==> config.mk <==
export PLATFORM = sky130hd
export DESIGN_NAME = fir_tap_sequencer
export DESIGN_NICKNAME = d
export VERILOG_FILES = /design/src/rtl/fir_pkg.sv /design/src/rtl/fir_coef_rom.sv /design/src/rtl/fir_tap_sequencer.sv
export SDC_FILE = /design/constraint.sdc
export NUM_CORES = 1
export LEC_CHECK = 0
export ABC_AREA = 1
export ABC_CLOCK_PERIOD_IN_PS = 22100
export CAP_MARGIN = 20
export CORE_ASPECT_RATIO = 0.8
export CORE_MARGIN = 5
export CORE_UTILIZATION = 30
export DETAILED_ROUTE_END_ITERATION = 10
export GPL_TIMING_DRIVEN = 0
export PLACE_DENSITY = 0.45
export SLEW_MARGIN = 10
export SYNTH_ARGS = -nofsm -noshare
export SYNTH_HDL_FRONTEND = slang
export SYNTH_SLANG_ARGS = --single-unit
==> constraint.sdc <==
create_clock -name clk -period 22.1 [get_ports clk]
set_clock_uncertainty 0.2 [all_clocks]
set_input_delay 2.21 -clock clk [delete_from_list [all_inputs] [get_ports clk]]
set_output_delay 2.21 -clock clk [all_outputs]
set_load 0.02 [all_outputs]
==> src/rtl/fir_pkg.sv <==
// rtl/fir_pkg.sv - shared types, widths and symmetric coefficient half for the FIR tap sequencer
package fir_pkg;

  localparam int FIR_TAPS   = 16;
  localparam int FIR_MAX_H  = 32;
  localparam int FIR_MAX_KW = 5;
  localparam int COEF_W     = 18;
  localparam int SAMPLE_W   = 16;
  localparam int P_W        = 48;

  typedef enum logic [1:0] {
    ST_IDLE = 2'd0,
    ST_MAC  = 2'd1,
    ST_OUT  = 2'd2
  } fir_state_t;

  // Q1.17 half of a symmetric low-pass; h[0] pairs with the newest sample.
  // Entries past the default H are zero so longer builds still elaborate.
  localparam logic signed [COEF_W-1:0] FIR_COEF [0:FIR_MAX_H-1] = '{
    -18'sd512, -18'sd1024, 18'sd0, 18'sd3072, 18'sd8192, 18'sd14336, 18'sd19456, 18'sd22528,
    18'sd0, 18'sd0, 18'sd0, 18'sd0, 18'sd0, 18'sd0, 18'sd0, 18'sd0,
    18'sd0, 18'sd0, 18'sd0, 18'sd0, 18'sd0, 18'sd0, 18'sd0, 18'sd0,
    18'sd0, 18'sd0, 18'sd0, 18'sd0, 18'sd0, 18'sd0, 18'sd0, 18'sd0
  };

  function automatic logic signed [SAMPLE_W-1:0] fir_saturate(input logic signed [P_W:0] v);
    if (v > 49'sd32767)
      return 16'sh7fff;
    else if (v < -49'sd32768)
      return 16'sh8000;
    else
      return v[SAMPLE_W-1:0];
  endfunction

endpackage

==> src/rtl/fir_coef_rom.sv <==
// rtl/fir_coef_rom.sv - combinational tap index to coefficient lookup
module fir_coef_rom
  import fir_pkg::*;
#(
  parameter int H  = FIR_TAPS / 2,
  parameter int KW = $clog2(H)
) (
  input  logic [KW-1:0]     k,
  output logic [COEF_W-1:0] coef
);

  assign coef = FIR_COEF[FIR_MAX_KW'(k)];

endmodule

==> src/rtl/fir_tap_sequencer.sv <==
// rtl/fir_tap_sequencer.sv - symmetric FIR tap sequencer driving an external pre-add MAC
// Build option FIR_ROUND_EN: round half up before the output shift; otherwise truncate.
module fir_tap_sequencer
  import fir_pkg::*;
#(
  parameter int TAPS      = FIR_TAPS,
  parameter int OUT_SHIFT = 17
) (
  input  logic          clk,
  input  logic          reset,
  input  logic [15:0]   sample_in,
  input  logic          sample_valid,
  output logic          mac_use_accum,
  output logic [17:0]   mac_a,
  output logic [17:0]   mac_d,
  output logic [17:0]   mac_b,
  input  logic [47:0]   mac_p,
  output logic [15:0]   sample_out,
  output logic          out_valid,
  output logic          busy,
  output logic          overrun
);

  localparam int H  = TAPS / 2;
  localparam int AW = $clog2(TAPS);
  localparam int KW = $clog2(H);

  fir_state_t state, next_state;

  logic [AW-1:0]              wp;
  logic [AW-1:0]              rd_d;
  logic [AW-1:0]              rd_b;
  logic [KW-1:0]              k;
  logic signed [SAMPLE_W-1:0] hist [0:TAPS-1];
  logic [COEF_W-1:0]          coef;
  logic signed [P_W:0]        p_ext;
  logic signed [P_W:0]        p_rnd;
  logic signed [P_W:0]        p_shift;
  logic signed [SAMPLE_W-1:0] p_sat;

  fir_coef_rom #(.H(H), .KW(KW)) u_coef_rom (
    .k    (k),
    .coef (coef)
  );

  assign rd_d = wp - AW'(k) - AW'(1);
  // wp-1-(TAPS-1-k) collapses to wp+k modulo TAPS
  assign rd_b = wp + AW'(k);

  always_ff @(posedge clk or posedge reset) begin
    if (reset)
      state <= ST_IDLE;
    else
      state <= next_state;
  end

  always_comb begin
    next_state = state;
    case (state)
      ST_IDLE: if (sample_valid) next_state = ST_MAC;
      ST_MAC:  if (k == KW'(H - 1)) next_state = ST_OUT;
      ST_OUT:  next_state = ST_IDLE;
      default: next_state = ST_IDLE;
    endcase
  end

  always_comb begin
    busy          = (state != ST_IDLE);
    mac_use_accum = 1'b0;
    mac_a         = '0;
    mac_d         = '0;
    mac_b         = '0;
    if (state == ST_MAC) begin
      mac_use_accum = (k != '0);
      mac_a         = coef;
      mac_d         = {{2{hist[rd_d][SAMPLE_W-1]}}, hist[rd_d]};
      mac_b         = {{2{hist[rd_b][SAMPLE_W-1]}}, hist[rd_b]};
    end
  end

  // One guard bit above P keeps the rounding add from wrapping.
  always_comb begin
    p_ext = $signed({mac_p[P_W-1], mac_p});
`ifdef FIR_ROUND_EN
    p_rnd = p_ext + ((P_W + 1)'(1) << (OUT_SHIFT - 1));
`else
    p_rnd = p_ext;
`endif
    p_shift = p_rnd >>> OUT_SHIFT;
    p_sat   = fir_saturate(p_shift);
  end

  always_ff @(posedge clk or posedge reset) begin
    if (reset) begin
      wp         <= '0;
      k          <= '0;
      sample_out <= '0;
      out_valid  <= 1'b0;
      overrun    <= 1'b0;
      for (int i = 0; i < TAPS; i++)
        hist[i] <= '0;
    end else begin
      out_valid <= 1'b0;
      if (sample_valid && state != ST_IDLE)
        overrun <= 1'b1;
      case (state)
        ST_IDLE: begin
          if (sample_valid) begin
            hist[wp] <= sample_in;
            wp       <= wp + AW'(1);
            k        <= '0;
          end
        end
        ST_MAC: k <= k + KW'(1);
        ST_OUT: begin
          sample_out <= p_sat;
          out_valid  <= 1'b1;
        end
        default: ;
      endcase
    end
  end

endmodule
# Yosys cells after proc, flatten, opt, wreduce, memory -nomap -nowiden
# Memory sizes are Yosys's and may differ from the RTL's.
# Cells that the tools add are included.
# totals
register_bits	283
rom_bits	576
inputBits	67
output_inout_bits	74
elab_cells	76
mem_count	1
# op_classes
addsub	5
n_lt_le_gt_ge	7
eq_ne	5
mux	23
n_bitwise	4
n_reduce_logical	9
# memory_table
name	depth	width	rd	rd_clocked_by_memory_dff	wr	line_no	source
(name not given)	32	18	1	0	0	fir_coef_rom.sv:12	assign coef = FIR_COEF[FIR_MAX_KW'(k)];
# ops
cell	count
256-bit bitwise mux	1
16-bit binary-select mux with 4-bit select	2
16-bit two-way mux	7
18-bit two-way mux	5
16-bit demux with 4-bit select	1
31-bit by 16-bit greater-than comparator with 1-bit output, second input constant	1
31-bit by 16-bit < comparator with 1-bit output, second input constant	1
5-bit >= comparator, second input constant	3
4-bit NOT with 5-bit output	3
6-bit >= comparator, second input constant	1
3-bit NOT with 6-bit output	1
3-bit one-hot mux with 2 select lines	1
2-bit AND reduction	3
5-bit by 1-bit < comparator with 1-bit output, second input constant	1
4-bit by 1-bit adder with 4-bit output, second input constant	1
4-bit by 3-bit adder with 4-bit output	1
2-bit two-way mux	2
2-bit inequality test, second input constant	2
2-bit one-hot mux with 2 select lines	1
2-bit nonzero test	2
4-bit by 1-bit subtractor with 4-bit output, second input constant	1
4-bit by 3-bit subtractor with 4-bit output	1
3-bit by 1-bit adder with 3-bit output, second input constant	1
3-bit == test, second input constant	1
7 further kinds	9

# Longest topological paths before layout
# logic_depth
word_depth	7
ltp_mapped	16

# Cells and area by module
# From an unflattened synthesis, not the netlist that was laid out.
# hier_totals
cells_unflattened	2369
area_unflattened_um2	16363.2
# modules_own_cells
mod	n_inst	cells_per_inst	area_per_inst_um2	seq_area_each_um2
fir_tap_sequencer	1	2343	16209.3	7081.8
fir_coef_rom	1	26	153.9	0.0

# Worst setup path after synthesis
# Ideal clock, no wire load.
# synth_timing
path_type	flip-flop to output port
start	register wp[0]
end	output mac_b[16]
t_arrival_ns	2.575
required_ns	19.690
path_slack_ns	17.115
path_stages_with_launch	17
n_path_buf	4
path_cell_list	dfrtp_1 > ha_1 > inv_1 > fa_1 > buf_4 > inv_1 > buf_2 > buf_2 > a21oi_1 > o21ai_0 > nand2_1 > nand2_1 > nand2_1 > nand2_1 > nand2_1 > nor2_1 > buf_4
# synth_via
elab_chain_cells	6
# synth_rtl
element	line_no	source
start: declaration	fir_tap_sequencer.sv:30	logic [AW-1:0] wp;
start signal: assignment	fir_tap_sequencer.sv:110	wp <= wp + AW'(1);
4-bit by 3-bit adder with 4-bit output	fir_tap_sequencer.sv:48	assign rd_b = wp + AW'(k);
4-bit NOT with 5-bit output (not written as such)	fir_tap_sequencer.sv:77	mac_b = {{2{hist[rd_b][SAMPLE_W-1]}}, hist[rd_b]};
16-bit binary-select mux with 4-bit select	fir_tap_sequencer.sv:77	
16-bit two-way mux (not written as such) (2 in series)	fir_tap_sequencer.sv:77	
18-bit two-way mux	fir_tap_sequencer.sv:73	if (state == ST_MAC) begin
end: declaration	fir_tap_sequencer.sv:16	output logic [17:0] mac_b,
# Every way passes these cells. The select of a mux whose other input is x is not followed.

# Worst setup path after layout
# layout_timing
start	register k[0]
end	output mac_d[8]
# layout_via
elab_chain_cells	7
# layout_rtl
element	line_no	source
start: declaration	fir_tap_sequencer.sv:33	logic [KW-1:0] k;
start signal: assignment	fir_tap_sequencer.sv:114	ST_MAC: k <= k + KW'(1);
4-bit by 3-bit subtractor with 4-bit output	fir_tap_sequencer.sv:46	assign rd_d = wp - AW'(k) - AW'(1);
4-bit by 1-bit subtractor with 4-bit output	fir_tap_sequencer.sv:46	
4-bit NOT with 5-bit output (not written as such)	fir_tap_sequencer.sv:76	mac_d = {{2{hist[rd_d][SAMPLE_W-1]}}, hist[rd_d]};
16-bit binary-select mux with 4-bit select	fir_tap_sequencer.sv:76	
16-bit two-way mux (not written as such) (2 in series)	fir_tap_sequencer.sv:76	
18-bit two-way mux	fir_tap_sequencer.sv:73	
end: declaration	fir_tap_sequencer.sv:15	output logic [17:0] mac_d,
# Every way passes these cells. The select of a mux whose other input is x is not followed.

==> metrics <==
status=completed; DIE AREA=slightly below 60,000 sq um; # hold bufs at CTS=0; max-cap violation count=0; fin area=a little under 20,000 sq um; dpl ws=roughly 16 ns; Slew @ Worst Pin=between 1 and 1.5 ns; Buffers on Ports=about 110; Post-Syn Area=between 15,000 and 20,000 sq um; CTS sink cnt=approximately 280; met2 GRT Util=0.357; Fmax=about 0.14 GHz; CP Max Fanout=10; GR peak layer=met2; worst-skew pair later-pin latency=0.53 ns; Netlist cell types=25; worst endpoint data arrival time=4.64 ns; # rows=76; fillers=around 5,800; Max transition margin=0.299; class of the worst hold path=flip-flop to flip-flop; cells after synthesis=roughly 2,300; Final GP Congestion=approximately 0.98; Layout Cells excl Fill=approximately 3,200; kind of critical path=flip-flop to output port; commonest non-fill, non-tap cells in the layout=nand2_1, o21ai_0, a21oi_1; Clock Path Buffers=3; TritonCTS clock tree=done; first-pass GRT wire length=105,000 um; global-route met3 utilization=0.0645; Seq/Total Area, Yosys=0.433; CP Capture Type=output port; final wirelength=between 70,000 and 80,000 um; crit path setup slack, layout=between 15 and 20 ns; Num CTS Buffers=36; clock transition at the registers of the reported paths=about 0.060 ns; Post-layout nets=approximately 2,600; Syn-to-layout area delta=20.0%; synth warn=0; drt initial violations=about 1,900; Post-Route Setup TNS=0 ns; met1 GRT Util=0.330; Resize count post-CTS=0; Placed Area=about 18,000 sq um; DP HPWL=~55,000 um; Die X-Extent=approximately 270 um; root buffer cell=clkbuf_16; Die Y=219 um; largest net degree at the start of global routing=111; DP Cell Count=about 3,200; IO Pins=141; layout cell share with drive strength beyond 1=0.0722; fin crit period=7.05 ns; fin. max-slew vios=0; Req. time, crit path=between 15 and 20 ns; htree depth=2; Final Hold Viols=0; Vias=between 15,000 and 20,000; total congestion overflow=0; fin crit share=0.319; RSZ-0062 raised after global routing=false; Post-CTS Setup Bufs=0; Worst setup SP type=flip-flop; vias in the first global route=~16,000; initial core utilization=0.303; drt pass-1 iters=6; GRT Resource Usage Total=0.235; Final setup viols=0; drt drc=0; Vias/cell=5.19; most common cell after layout, fill and taps aside=nand2_1; ANT nets after route=0; core area=approximately 54,000 sq um; mean area per synthesized cell=roughly 7.0 sq um; initial antenna violation count=5; number of synthesized register bits=between 200 and 300; drt wl/cell=between 20 and 25 um
-- area by class of cell --
| cell class | instances | area (sq um) | share of cell area |
|---|---|---|---|
| Antenna cell | 2 | 5.00 | 0.000255 |
| Buffer | 190 | 983 | 0.0501 |
| Clock buffer | 50 | 1030 | 0.0527 |
| Clock inverter | 13 | 123 | 0.00625 |
| Inverter | 172 | 653 | 0.0333 |
| Multi-Input combinational cell | 1711 | 7680 | 0.391 |
| Sequential cell | 283 | 7080 | 0.361 |
| Tap cell | 702 | 878 | 0.0448 |
| Timing Repair Buffer | 115 | 1190 | 0.0604 |
-- cells by family after synthesis --
logic type / after synthesis / synth area share
AOI/OAI and AO/OA: 716 / 0.219
xor gates and xnor gates: 6 / 0.00459
adders and majority gates: 19 / 0.0154
buffers and inverters: 362 / 0.0996
DFF: 283 / 0.433
other: 1 / 0.000229
and+or+nand+nor: 961 / 0.228
-- per-layer routing --
layer  share of wire  wire length (um)
met1            0.44             31900
met2            0.43             31100
met3           0.098              7030
met4           0.027              1930
met5               0                 0
-- state kept, by name (all words and copies together) (netlist names) --
| register | count |
|---|---|
| hist | 256 |
| sample_out | 16 |
| wp | 4 |
| k | 3 |
| state | 2 |
| out_valid | 1 |
| overrun | 1 |
-- path summary, 6_finish.rpt --
kind                               from  slack [ns]         to  depth (start not counted)
worst max-delay path               k[0]       15.05   mac_d[8]                         14
worst min-delay path            overrun        0.26    overrun                          1
worst max register to register    wp[1]       19.75  hist[163]                          6
worst min register to register  overrun        0.26    overrun                          1
max in group asynchronous         reset       18.30   hist[82]                          4
min in group asynchronous         reset        1.95  hist[204]                          2
-- synthesized netlist by cell type (all sizes together) --
cell / instances / share of area
a21o: 1 / 0.00046
fa: 2 / 0.0024
nor2: 134 / 0.031
o21ai: 412 / 0.13
nand2: 745 / 0.17
xnor2: 2 / 0.0020
ha: 17 / 0.013
xor2: 4 / 0.0026
buf: 125 / 0.045
inv: 171 / 0.039
clkinv: 1 / 0.00023
nand4: 13 / 0.0050
a21oi: 303 / 0.093
nand3: 69 / 0.021
dfrtp: 283 / 0.43
clkbuf: 65 / 0.015
conb: 1 / 0.00023
-- metrics by stage --
stage	hold slack, ns	util
2_1_floorplan	0.253	-
3_3_place_gp	0.246	0.341
3_5_place_dp	0.256	0.342
4_1_cts	0.269	0.364
5_1_grt	0.286	0.364
6_report	0.259	0.364
-- worst max-delay path: stages (launching register included) --
cell and delay [ns]:
dfrtp_1 0.42, inv_1 0.15, ha_1 0.24, fa_1 0.57
buf_2 0.43, buf_1 0.64, a21oi_1 0.07, o21ai_1 0.11
nand2_1 0.08, nand2_1 0.07, nand2_1 0.06, nand2_1 0.26
nand2_1 0.16, nor2_1 0.19, clkdlybuf4s50_1 0.64
Power is left out: the tool's default activity adds up to more than one toggle a clock period on the data nets, which glitch-free logic cannot reach.
